**config.mk**
```make
export PLATFORM = sky130hd
export DESIGN_NAME = alu_scheduler
export DESIGN_NICKNAME = d
export VERILOG_FILES = /design/src/rtl/alu_scheduler_pkg.sv /design/src/rtl/alu_scheduler_rr_arbiter.sv /design/src/rtl/alu_scheduler.sv
export SDC_FILE = /design/constraint.sdc
export NUM_CORES = 1
export LEC_CHECK = 0
export BUFFER_PORTS_ARGS = -buffer_cell sky130_fd_sc_hd__buf_4
export CORE_AREA = 2 2 64 60
export DETAILED_ROUTE_END_ITERATION = 8
export DIE_AREA = 0 0 66 62
export GPL_TIMING_DRIVEN = 0
export PLACE_DENSITY = 0.76
export SLEW_MARGIN = 20
export SYNTH_ARGS = -nofsm -noshare
export SYNTH_HDL_FRONTEND = slang
export SYNTH_SLANG_ARGS = --single-unit
```
**constraint.sdc**
```tcl
create_clock -name clk_in -period 1.85 [get_ports clk_in]
set_input_delay 0.37 -clock clk_in [delete_from_list [all_inputs] [get_ports clk_in]]
set_output_delay 0.37 -clock clk_in [all_outputs]
set_load 0.03 [all_outputs]
```
**src/rtl/alu_scheduler_pkg.sv**
```systemverilog
// Shared types for the ALU scheduler.
//   alu_op_e / alu_input : operation and operands handed to the multi-cycle ALU
//   alu_sched_state_e    : scheduler FSM states
//   alu_rsp              : response payload returned to the granted requester
//   ALU_SCHED_MAX_REQ    : largest supported requester count
package alu_scheduler_pkg;

  typedef enum logic [1:0] {
    ALU_ADD = 2'd0,
    ALU_SUB = 2'd1,
    ALU_AND = 2'd2,
    ALU_OR  = 2'd3
  } alu_op_e;

  typedef struct packed {
    alu_op_e    op;
    logic [7:0] a;
    logic [7:0] b;
  } alu_input;

  typedef enum logic [1:0] {
    IDLE    = 2'd0,
    RUN     = 2'd1,
    RESPOND = 2'd2
  } alu_sched_state_e;

  typedef struct packed {
    logic [7:0] result;
    logic       overflow;
    logic       error;
  } alu_rsp;

  localparam int ALU_SCHED_MAX_REQ = 8;

endpackage

```
**src/rtl/alu_scheduler_rr_arbiter.sv**
```systemverilog
// Round-robin arbiter for the ALU scheduler.
// Grants the first valid requester at or after the pointer, wrapping around.
// The pointer moves to one past the winner only when the grant is taken.
// Ports:
//   clk_in, rst_n_in : clock (rising edge) and asynchronous active-low reset
//   valid_in         : per-requester request valid
//   accept_in        : high when the current grant is being consumed
//   grant_out        : one-hot grant (zero when nothing is valid)
//   grant_idx_out    : index of the granted requester
//   any_out          : at least one requester is valid
module rr_arbiter #(
  parameter int NUM_REQ = 2
) (
  input  logic                       clk_in,
  input  logic                       rst_n_in,
  input  logic [NUM_REQ-1:0]         valid_in,
  input  logic                       accept_in,
  output logic [NUM_REQ-1:0]         grant_out,
  output logic [$clog2(NUM_REQ)-1:0] grant_idx_out,
  output logic                       any_out
);

  localparam int IDX_W = $clog2(NUM_REQ);

  logic [IDX_W-1:0] ptr_q, ptr_d;
  logic [IDX_W:0]   sum;
  logic [IDX_W-1:0] j;

  always_comb begin
    grant_out     = '0;
    grant_idx_out = '0;
    any_out       = 1'b0;
    sum           = '0;
    j             = '0;
    for (int i = 0; i < NUM_REQ; i++) begin
      // Wrap ptr+i without a modulo so non-power-of-two counts stay cheap.
      sum = {1'b0, ptr_q} + (IDX_W+1)'(i);
      if (sum >= (IDX_W+1)'(NUM_REQ)) sum = sum - (IDX_W+1)'(NUM_REQ);
      j = sum[IDX_W-1:0];
      if (!any_out && valid_in[j]) begin
        any_out       = 1'b1;
        grant_out[j]  = 1'b1;
        grant_idx_out = j;
      end
    end
  end

  always_comb begin
    ptr_d = ptr_q;
    if (accept_in && any_out) begin
      ptr_d = (grant_idx_out == IDX_W'(NUM_REQ-1)) ? '0 : grant_idx_out + IDX_W'(1);
    end
  end

  always_ff @(posedge clk_in or negedge rst_n_in) begin
    if (!rst_n_in) ptr_q <= '0;
    else           ptr_q <= ptr_d;
  end

endmodule

```
**src/rtl/alu_scheduler.sv**
```systemverilog
// ALU scheduler: shares one multi-cycle ALU between NUM_REQ requesters.
// Arbitrates round-robin, latches and holds the winner's operands, keeps the
// ALU in reset outside RUN, captures result/overflow on done and returns them
// over a per-requester valid/ready response channel.
// Optional feature: define ALU_SCHED_TIMEOUT_EN to abort RUN after
// TIMEOUT_CYCLES cycles without done (response with error=1, result=0).
// Ports:
//   clk_in, rst_n_in   : clock (rising edge), asynchronous active-low reset
//   req_valid_in       : per-requester request valid
//   req_data_in        : per-requester op and operands
//   req_ready_out      : one-hot single-cycle accept pulse
//   rsp_valid_out      : one-hot response valid to the granted requester
//   rsp_ready_in       : per-requester response ready
//   rsp_result_out     : captured ALU result
//   rsp_overflow_out   : captured ALU overflow
//   rsp_error_out      : timeout flag (0 unless ALU_SCHED_TIMEOUT_EN)
//   alu_rst_out        : active-high ALU reset, high whenever not in RUN
//   alu_in_out         : registered operands to the ALU
//   alu_result_in, alu_overflow_in, alu_done_in : ALU outputs
module alu_scheduler
  import alu_scheduler_pkg::*;
#(
  parameter int NUM_REQ        = 2,
  parameter int TIMEOUT_CYCLES = 16
) (
  input  logic                     clk_in,
  input  logic                     rst_n_in,
  input  logic     [NUM_REQ-1:0]   req_valid_in,
  input  alu_input [NUM_REQ-1:0]   req_data_in,
  output logic     [NUM_REQ-1:0]   req_ready_out,
  output logic     [NUM_REQ-1:0]   rsp_valid_out,
  input  logic     [NUM_REQ-1:0]   rsp_ready_in,
  output logic     [7:0]           rsp_result_out,
  output logic                     rsp_overflow_out,
  output logic                     rsp_error_out,
  output logic                     alu_rst_out,
  output alu_input                 alu_in_out,
  input  logic     [7:0]           alu_result_in,
  input  logic                     alu_overflow_in,
  input  logic                     alu_done_in
);

  localparam int IDX_W = $clog2(NUM_REQ);

  if (NUM_REQ < 2 || NUM_REQ > ALU_SCHED_MAX_REQ || TIMEOUT_CYCLES < 1) begin : g_bad_cfg
    $error("alu_scheduler: NUM_REQ must be 2..8 and TIMEOUT_CYCLES >= 1");
  end

  alu_sched_state_e state_q, state_d;
  logic [IDX_W-1:0] gnt_q, gnt_d;
  alu_input         alu_in_q, alu_in_d;
  logic [7:0]       result_q, result_d;
  logic             overflow_q, overflow_d;
  alu_rsp           rsp;

  logic [NUM_REQ-1:0] arb_grant;
  logic [IDX_W-1:0]   arb_idx;
  logic               arb_any;
  logic               in_idle;

  assign in_idle = (state_q == IDLE);

  rr_arbiter #(.NUM_REQ(NUM_REQ)) u_arb (
    .clk_in        (clk_in),
    .rst_n_in      (rst_n_in),
    .valid_in      (req_valid_in),
    .accept_in     (in_idle),
    .grant_out     (arb_grant),
    .grant_idx_out (arb_idx),
    .any_out       (arb_any)
  );

`ifdef ALU_SCHED_TIMEOUT_EN
  localparam int CNT_W = $clog2(TIMEOUT_CYCLES + 1);
  logic [CNT_W-1:0] tmo_cnt_q, tmo_cnt_d;
  logic             error_q, error_d;
`endif

  always_comb begin
    state_d    = state_q;
    gnt_d      = gnt_q;
    alu_in_d   = alu_in_q;
    result_d   = result_q;
    overflow_d = overflow_q;
`ifdef ALU_SCHED_TIMEOUT_EN
    tmo_cnt_d  = tmo_cnt_q;
    error_d    = error_q;
`endif
    case (state_q)
      IDLE: begin
        if (arb_any) begin
          alu_in_d  = req_data_in[arb_idx];
          gnt_d     = arb_idx;
          state_d   = RUN;
`ifdef ALU_SCHED_TIMEOUT_EN
          tmo_cnt_d = '0;
`endif
        end
      end
      RUN: begin
        // done has priority over a timeout landing in the same cycle.
        if (alu_done_in) begin
          result_d   = alu_result_in;
          overflow_d = alu_overflow_in;
          state_d    = RESPOND;
`ifdef ALU_SCHED_TIMEOUT_EN
          error_d    = 1'b0;
        end else if (tmo_cnt_q == CNT_W'(TIMEOUT_CYCLES - 1)) begin
          result_d   = '0;
          overflow_d = 1'b0;
          error_d    = 1'b1;
          state_d    = RESPOND;
        end else begin
          tmo_cnt_d  = tmo_cnt_q + CNT_W'(1);
`endif
        end
      end
      RESPOND: begin
        if (rsp_ready_in[gnt_q]) state_d = IDLE;
      end
      default: state_d = IDLE;
    endcase
  end

  always_ff @(posedge clk_in or negedge rst_n_in) begin
    if (!rst_n_in) begin
      state_q    <= IDLE;
      gnt_q      <= '0;
      alu_in_q   <= '0;
      result_q   <= '0;
      overflow_q <= 1'b0;
`ifdef ALU_SCHED_TIMEOUT_EN
      tmo_cnt_q  <= '0;
      error_q    <= 1'b0;
`endif
    end else begin
      state_q    <= state_d;
      gnt_q      <= gnt_d;
      alu_in_q   <= alu_in_d;
      result_q   <= result_d;
      overflow_q <= overflow_d;
`ifdef ALU_SCHED_TIMEOUT_EN
      tmo_cnt_q  <= tmo_cnt_d;
      error_q    <= error_d;
`endif
    end
  end

  always_comb begin
    rsp.result   = result_q;
    rsp.overflow = overflow_q;
`ifdef ALU_SCHED_TIMEOUT_EN
    rsp.error    = error_q;
`else
    rsp.error    = 1'b0;
`endif
  end

  always_comb begin
    rsp_valid_out = '0;
    if (state_q == RESPOND) rsp_valid_out[gnt_q] = 1'b1;
  end

  assign req_ready_out    = in_idle ? arb_grant : '0;
  assign rsp_result_out   = rsp.result;
  assign rsp_overflow_out = rsp.overflow;
  assign rsp_error_out    = rsp.error;
  assign alu_rst_out      = (state_q != RUN);
  assign alu_in_out       = alu_in_q;

endmodule
```
# == Word level (Yosys, flattened, before mapping) ==
# Index checks and enable logic that the tools add are counted.
# word_totals
regBits,31
output_inout_bits,33
word_cells,67
# op_classes
muxes,29
bitwise,1
reduce_logical,10
magnitude_cmp,9
add_sub_neg,4
n_eq_ne,6
# op_table
operator,count
two-way mux 18 bit,2
two-way mux 1 bit,16
two-way mux 2 bit,7
< comparator 1 x 2 -> 1 bit (second input constant),4
one-hot mux 2 bit (3 select lines),1
logical AND 1 bit,5
!= test 2 x 1 -> 1 bit (second input constant),2
!= test 2 bit (second input constant),2
AND reduction 2 bit,2
demux 1 bit (select 1 bit),3
greater-or-equal comparator 1 bit (second input constant),3
AND reduction 3 bit,1
adder 1 x 1 -> 2 bit (second input constant),1
== test 2 x 1 -> 1 bit (second input constant),1
== test 2 bit (second input constant),1
greater-or-equal comparator 1 x 2 -> 1 bit (second input constant),1
greater-or-equal comparator 2 bit (second input constant),1
logical NOT 2 bit,1
OR 2 bit,1
subtractor 1 bit (second input constant),2
adder 1 bit (second input constant),1
logical NOT 1 bit,1

# == Logic depth before layout (Yosys ltp) ==
# Gate-level depths: netlist of the first run.
# logic_depth
word_depth,10
ltp_mapped,5
mapped_depth_nobuf,3

# == Cells and area by module ==
# A second synthesis of the first run with hierarchy kept.
# hier_totals
hier_cells,104
area_unflattened_um2,1549.0
# by_module_without_submodules
mod,cells_per_inst,area_each_um2,instances
alu_scheduler,96,1480.2,1
rr_arbiter,8,68.8,1

# == Worst setup path before layout of the first run ==
# Ideal clock, no wire load.
# synth_path
path_kind,reg-to-output
startpoint,register state_q[0]
endpoint,output req_ready_out[0]
stages_incl_launch_ff,4
setup_slack_ns,0.302
path_buffers,1
arrival_time_ns,1.178
path_cell_list,dfrtp_1 nor2_1 and3_1 clkbuf_1
# synth_between
elab_chain_cells,2
# synth_rtl
item,line,rtl
from (decl),alu_scheduler.sv:49,"alu_sched_state_e state_q, state_d;"
from (signal assigned),alu_scheduler.sv:137,state_q <= state_d;
logical NOT 2 bit,alu_scheduler.sv:61,assign in_idle = (state_q == IDLE);
two-way mux 2 bit,alu_scheduler.sv:164,assign req_ready_out = in_idle ? arb_grant : '0;
to (decl),alu_scheduler.sv:30,"output logic [NUM_REQ-1:0] req_ready_out,"
# No other way between the ends.

# == Worst setup path in the final report of the first run ==
# Ends and elaborated chain as after synthesis.

==> results of run 1 <==
## cell usage in the layout, fill, tap and decap left out
| master | synthesis | final |
|---|---|---|
| sky130_fd_sc_hd__a221o_1 | 18 | 18 |
| sky130_fd_sc_hd__or2b_1 | 1 | 1 |
| sky130_fd_sc_hd__nand3b_1 | 1 | 1 |
| sky130_fd_sc_hd__o21ai_0 | 3 | 3 |
| sky130_fd_sc_hd__a21o_1 | 2 | 2 |
| sky130_fd_sc_hd__buf_6 | 1 | 1 |
| sky130_fd_sc_hd__nor2_1 | 2 | 1 |
| sky130_fd_sc_hd__clkinv_2 | 0 | 1 |
| sky130_fd_sc_hd__buf_4 | 1 | 85 |
| sky130_fd_sc_hd__mux2i_1 | 1 | 1 |
| sky130_fd_sc_hd__nand2b_1 | 1 | 1 |
| sky130_fd_sc_hd__dfrtp_2 | 0 | 1 |
| sky130_fd_sc_hd__and3_2 | 0 | 1 |
| sky130_fd_sc_hd__clkbuf_1 | 4 | 4 |
| sky130_fd_sc_hd__buf_2 | 2 | 2 |
| sky130_fd_sc_hd__mux2_2 | 9 | 9 |
| sky130_fd_sc_hd__buf_8 | 1 | 1 |
| sky130_fd_sc_hd__and3b_2 | 1 | 1 |
| sky130_fd_sc_hd__nor2_2 | 0 | 1 |
| sky130_fd_sc_hd__o21a_1 | 18 | 18 |
| sky130_fd_sc_hd__or2_1 | 1 | 1 |
| sky130_fd_sc_hd__nor3b_1 | 1 | 1 |
| sky130_fd_sc_hd__nand2_1 | 2 | 2 |
| sky130_fd_sc_hd__dfrtp_1 | 31 | 30 |
| sky130_fd_sc_hd__clkbuf_8 | 0 | 5 |
| sky130_fd_sc_hd__conb_1 | 1 | 1 |
| sky130_fd_sc_hd__and3_1 | 2 | 1 |
## logic make-up after synthesis
logic type	Yosys count	share of synthesized area, %
other	1	0.274
buffers and inverters	9	4.30
and+or+nand+nor	12	5.31
muxes	10	8.14
DFF	31	56.7
AOI/OAI and AO/OA	41	25.3
## metal layers
layer,vias up,part of all wire (%),GRT usage (%)
li1,577,-,-
met1,608,40,21.2
met2,51,52,34.1
met3,8,6.2,4.86
met4,0,2.3,10.5
met5,-,0,0
## synthesized netlist by cell type (all sizes together)
cell,number
nand2b,1
or2b,1
and3b,1
nand2,2
mux2i,1
nand3b,1
o21ai,3
nor2,2
conb,1
and3,2
nor3b,1
clkbuf,4
o21a,18
a221o,18
a21o,2
or2,1
buf,5
dfrtp,31
mux2,9
## final timing paths
| kind | from | end | cells after the start |
|---|---|---|---|
| max | state_q[0] | req_ready_out[0] | 4 |
| min | rst_n_in | state_q[1] | 1 |
| max reg2reg | state_q[0] | alu_in_out[2] | 4 |
| min reg2reg | rsp_result_out[2] | rsp_result_out[2] | 1 |
| max in group asynchronous | rst_n_in | state_q[0] | 1 |
| min in group clk_in | alu_done_in | state_q[0] | 2 |
## what timing repair did
| action | in CTS | in global routing |
|---|---|---|
| gates resized for setup | 4 | 2 |
| endpoints found under the hold margin | 0 | 0 |
| pin swaps | 0 | 0 |
| hold buffers | 0 | 0 |
| endpoints found under the setup margin | 2 | 2 |
| cloned | 0 | 0 |
## worst reg2reg max path, stage by stage (launching register included)
cell,delay (ns)
sky130_fd_sc_hd__dfrtp_2,0.44
sky130_fd_sc_hd__nor2_2,0.14
sky130_fd_sc_hd__and3_2,0.33
sky130_fd_sc_hd__clkbuf_1,0.40
sky130_fd_sc_hd__a221o_1,0.24
## state kept, by name, summed over array words and instances, names as in the netlist
register	flops
state_q	2
rsp_overflow_out	1
u_arb.ptr_q	1
rsp_result_out	8
alu_in_out	18
gnt_q	1
## cell type report
cell class                      count  area (µm²)  area share [%]
Tap cell                           46        57.6            2.70
Clock inverter                      1        5.00           0.234
Clock buffer                        7        76.3            3.58
Timing Repair Buffer               83         623            29.2
Sequential cell                    31         777            36.4
Buffer                              8        58.8            2.75
Multi-Input combinational cell     64         537            25.1
## per-stage QoR
step | TNS (ns) | util, % | area, µm²
detailed placement | 0 | 58.2 | 2050
floorplan | 0 | - | 1370
global route | -0.0000870 | 60.6 | 2130
CTS | 0 | 60.6 | 2130
global placement | 0 | 58.2 | 2050
finish | 0 | 60.6 | 2130
## power by group through the flow
stage | Sequential (µW) | Combinational, µW | Clock (µW)
after floorplan | 1790 | 914 | 0
after global placement | 1220 | 2250 | 0
after detailed placement | 1240 | 2290 | 0
after CTS | 1230 | 2310 | 522
after global routing | 1280 | 2420 | 566
final | 1230 | 2290 | 503
==> out/metrics.yaml, run 1 <==
place:
  dp_worst_setup_slack_ns: 0.0410
  placedCellCount: 233
  placement.io_buffers: 83
  dp_hpwl_mm: 2.80
  final_weighted_congestion_in_routability_driven_placement: 0.679
drt:
  avgRoutedWirePerCell_um: 15.5
  routed_wirelength_mm: 3.73
  drt_pre_antenna_iters: 4
  drc_errors: 0
  vias_per_cell: 5.18
  routed-via-count: 1244
  detailedRoute.firstIterationViolations: 39
  detail-route-antenna-nets: 0
grt:
  grt_antenna_before_repair: 0
  grt_pass1_vias: 1255
  globalRoute.totalOverflow: 0
  grt_start_max_net_pins: 32
  global_route_wire_length_before_repair_mm: 5.60
  groute.usage.overall_pct: 19.0
final_layout:
  antenna_cells: 0
  design.final.nets: 245
  layout-drive-gt1-share_pct: 55.7
  layout.filler_cells: 290
  area.growth.synth_to_final_pct: 56.1
  final_cell_count_no_fill: 240
synth:
  post_synth.cell_area_avg_um2: 13.1
  synth.ff_latch_count: 31
  ys_types: 22
  ys_seq_area_share_pct: 56.7
  main_area_contributors_after_synthesis: "sky130_fd_sc_hd__dfrtp_1, sky130_fd_sc_hd__a221o_1, sky130_fd_sc_hd__o21a_1"
  cell_area_after_synthesis_um2: 1370
  netlist.area_leader.share_pct: 56.7
  postSynthNetCount: 156
  ys_warnings: 0
  synth.largest_area_cell: "sky130_fd_sc_hd__dfrtp_1"
  number_of_cells_produced_by_synthesis: 104
sta:
  max-slew-margin-rel_pct: 60.3
  fin_ws_ns: 0.0621
  timing.clock.skew_ns: 0.00275
  final_max_slew_viol_count: 0
  clock.fmax_mhz: 559
  layout_min_cycle_time_ns: 1.79
  worst_pin_slew_ns: 0.593
  layout_worst_path_cycle_share_pct: 96.6
  setup_viol: 0
  hold_viol_final: 0
  worst_hold_slack_ns: 0.00980
clocking:
  tritoncts.num_buffers: 5
  cts_num_sinks: 31
  cts_setup_buffers: 0
  tritoncts: "done"
  clk-insertion-delay-late_ns: 0.28
  cts_buffer_depth: 2
  clock_root_cell: "sky130_fd_sc_hd__clkbuf_8"
  cts.reportedPaths.clkPinSlew_ns: 0.06
  htree_num_levels: 2
power_and_ir_drop:
  totalPowerFinal_uw: 4020
  seq_power_share_pct: 30.6
  comb_power_share_pct: 56.9
  power.switching_uw: 1700
  ir_worst_vdd_mv: 0.772
  p_clk_share_pct: 12.5
  netSwitchingFraction_pct: 42.2
  power_leakage_uw: 0.00106
  internal_power_uw: 2330
  power_per_cell_area_nw_per_um2: 1890
worst_setup_path:
  crit_path_top_delay_cell: "sky130_fd_sc_hd__dfrtp_2"
  crit_path_end_kind: "output pin"
  worst_path_dominant_cell_family: "flip-flops"
  critical_path_peak_fanout: 10
  timing.critical_path.cells: "nor2_2, and3_1, buf_4, buf_4"
  flop_to_flop_setup_slack_ns: 0.23
  timing.critical_path.from_type: "register"
  critPathArrivalTime_ns: 1.42
  critical-path-top-cell-by-count: "sky130_fd_sc_hd__buf_4"
  critPathBufInv: 2
  worstSetupPathType: "reg2out"
  cp.required_ns: 1.48
  cp_slowest_stage_delay_ns: 0.44
job:
  max-cap-violations: 0
floorplanning:
  floorplan.die.height_um: 62
  area_of_the_core_um2: 3520
  floorplan.initialDensity_pct: 38.8
  count_of_pins_on_the_block_boundary: 85
  area_of_the_die_um2: 4090
  die_width_um: 66
  core.rowCount: 21
status:
  status: "finished, final reports clean"
min_path:
  hold_path.class: "in2async"
Power figures use the tool's default switching activity.
==> run 2: changes to the inputs <==
--- a/config.mk
+++ b/config.mk
@@ -6,9 +6,9 @@
 export NUM_CORES = 1
 export LEC_CHECK = 0
 export BUFFER_PORTS_ARGS = -buffer_cell sky130_fd_sc_hd__buf_4
-export CORE_AREA = 2 2 64 60
+export CORE_AREA = 2 2 61 63
 export DETAILED_ROUTE_END_ITERATION = 8
-export DIE_AREA = 0 0 66 62
+export DIE_AREA = 0 0 63 65
 export GPL_TIMING_DRIVEN = 0
 export PLACE_DENSITY = 0.76
 export SLEW_MARGIN = 20
==> run 2 against run 1 <==
Against the previous run:
- clock-buffer cell count did not move
- cell area rose by 0.88%
- critical path depth fell by 1
- clock skew rose by 0.0076 ns
- flip-flop and latch count did not move
- sequential share of layout area fell by 0.38 points
==> out/metrics.yaml, run 2 (synthesis gave the netlist of run 1 again) <==
sta:
  grt_setup_unrepaired: "no"
  final_max_slew_viol_count: 0  # unchanged
  timing.clock.skew_ns: 0.0103  # +0.00756 ns
  max-slew-margin-rel_pct: 60.6  # +0.35 points
  clock.fmax_mhz: 583  # +4.2%
  layout_worst_path_cycle_share_pct: 92.7  # -3.9 points
  setup_viol: 0  # unchanged
  worst_pin_slew_ns: 0.588  # -0.00525 ns
  layout_min_cycle_time_ns: 1.72  # -0.0721 ns
  hold_viol_final: 0  # unchanged
  fin_ws_ns: 0.134  # +0.0721 ns
clocking:
  clock_root_cell: "sky130_fd_sc_hd__clkbuf_4"
  htree_num_levels: 2  # unchanged
  cts_num_sinks: 31  # unchanged
  tritoncts.num_buffers: 5  # unchanged
  cts.reportedPaths.clkPinSlew_ns: 0.09  # +0.03 ns
  clk-insertion-delay-late_ns: 0.33  # +0.05 ns
  cts_buffer_depth: 2  # unchanged
  tritoncts: "done"
final_layout:
  most-common-layout-cells: "sky130_fd_sc_hd__buf_4, sky130_fd_sc_hd__dfrtp_1, sky130_fd_sc_hd__o21a_1, sky130_fd_sc_hd__a221o_1, sky130_fd_sc_hd__mux2_2"
  finalInstanceArea_um2: 2150  # +0.88%
  layout.filler_cells: 311  # +7.2%
  antenna_cells: 0  # unchanged
  final_cell_count_no_fill: 247  # +2.9%
  largest_reg_flops: 18  # unchanged
  layout-drive-gt1-share_pct: 56.3  # +0.61 points
  mostFrequentLayoutCell: "sky130_fd_sc_hd__buf_4"
  design.final.nets: 250  # +2.0%
  area.growth.synth_to_final_pct: 57.5
floorplanning:
  floorplan.initialDensity_pct: 39.1  # +0.28 points
  area_of_the_core_um2: 3500  # -0.71%
  count_of_pins_on_the_block_boundary: 85  # unchanged
  core.rowCount: 22  # +4.8%
  area_of_the_die_um2: 4100  # about the same
  floorplan.die.height_um: 65  # +4.8%
  die_width_um: 63  # -4.5%
grt:
  grt_pass1_vias: 1395  # +11%
  globalRoute.totalOverflow: 0  # unchanged
  global_route_wire_length_before_repair_mm: 6.22  # +11%
  grt_start_max_net_pins: 32  # unchanged
  groute.usage.overall_pct: 19.6  # +0.61 points
  grt_antenna_before_repair: 0  # unchanged
worst_setup_path:
  crit_path_top_delay_cell: "sky130_fd_sc_hd__dfrtp_1"
  reg2reg_depth: 5  # +1
  worstSetupPathType: "reg2out"
  flop_to_flop_setup_slack_ns: 0.25  # +0.02 ns
  timing.critical_path.cells: "nor2_2, and3_4, buf_4"
  critPathArrivalTime_ns: 1.35  # -0.07 ns
  cp_slowest_stage_delay_ns: 0.45  # about the same
  r2r-end: "alu_in_out[1]"
  critical_path_peak_fanout: 7  # -3
  regToRegStartpoint: "state_q[0]"
  cp.required_ns: 1.48  # about the same
  timing.critical_path.from_type: "register"
  crit_path_end_kind: "output pin"
power_and_ir_drop:
  power_leakage_uw: 0.00107  # +1.1%
  power_per_cell_area_nw_per_um2: 1830  # -2.9%
  ir_worst_vdd_mv: 0.906  # +17%
  totalPowerFinal_uw: 3940  # -2.1%
drt:
  met3_length_um: 287  # +24%
  drt_pre_antenna_iters: 4  # unchanged
  routed-via-count: 1254  # +0.80%
  wl_met1_mm: 1.43  # -3.6%
  drc_errors: 0  # unchanged
  vias_per_cell: 5.08  # -2.1%
  detailedRoute.firstIterationViolations: 41  # +5.1%
  routed_wirelength_mm: 3.73  # unchanged
  avgRoutedWirePerCell_um: 15.1  # -2.8%
  detailroute.wirelength.met2_mm: 1.91  # -0.42%
  detail-route-antenna-nets: 0  # unchanged
  top_signal_layer_used: "met4"
min_path:
  hold_path.startpoint: "alu_done_in"
  hold_path.class: "in2reg"
  whs_path_depth: 2
  hold-path-endpoint: "state_q[0]"
place:
  dp_hpwl_mm: 2.78  # -0.73%
  placedCellCount: 235  # +0.86%
  placedInstanceArea_um2: 2050  # +0.12%
  final_weighted_congestion_in_routability_driven_placement: 0.742  # +9.3%
  placement.io_buffers: 83  # unchanged
  dp_worst_setup_slack_ns: 0.0566  # +0.0156 ns
status:
  status: "finished, final reports clean"
job:
  max-cap-violations: 0  # unchanged
run 2: cell type report:
class	instances	area [µm²]	share of cell area (%)
multi-input combinational	64	546	25.3
sequential	31	776	36.0
timing repair buffer	89	671	31.1
clock buffer	7	45.0	2.09
tap	48	60.1	2.79
clock inverter	1	5.00	0.232
buffer	7	51.3	2.38
run 2: worst max path at each step:
stage / start / to / slack, ns / cells past startpoint
finish: state_q[0] / req_ready_out[1] / 0.13 / 3
global placement: state_q[0] / req_ready_out[1] / 0.10 / 4
global route: state_q[0] / req_ready_out[1] / 0.04 / 3
floorplan: state_q[0] / req_ready_out[0] / 0.30 / 3
detailed placement: state_q[0] / req_ready_out[1] / 0.06 / 4
CTS: state_q[0] / req_ready_out[1] / -0.03 / 3
run 2: metal layers:
| metal | track usage (%) | up-vias |
|---|---|---|
| met5 | 0 | - |
| met4 | 10.0 | 0 |
| met3 | 6.08 | 10 |
| met2 | 35.1 | 65 |
| met1 | 20.8 | 595 |
| li1 | - | 584 |
run 2: timing repair:
item | CTS | global route
pin swaps | 0 | 2
buffers inserted | 0 | 5
resized for setup | 2 | 3
hold endpoints to repair | 31 | 0
hold buffers | 1 | 0
endpoints found under the setup margin | 2 | 2
run 2: worst max-delay path: cells and delay by family, from the launching register on:
family | cells | cell delay, ns
AND/OR/NAND/NOR | 2 | 0.41
flip-flops | 1 | 0.45
buffers and inverters | 1 | 0.17
run 2: report_power, final:
| group | switching (µW) | total (µW) | internal (µW) |
|---|---|---|---|
| clock | 224 | 372 | 148 |
| combinational | 1250 | 2330 | 1090 |
| sequential | 220 | 1240 | 1020 |
| total | 1690 | 3940 | 2250 |
run 2: stage by stage:
stage                     setup TNS, ns  hold slack (ns)  util [%]
after CTS                       -0.0583            0.228      60.2
after global placement                0            0.317      58.7
after global routing                  0            0.241      61.6
final                                 0            0.239      61.6
after detailed placement              0            0.322      58.7
after floorplan                       0           0.0744         -
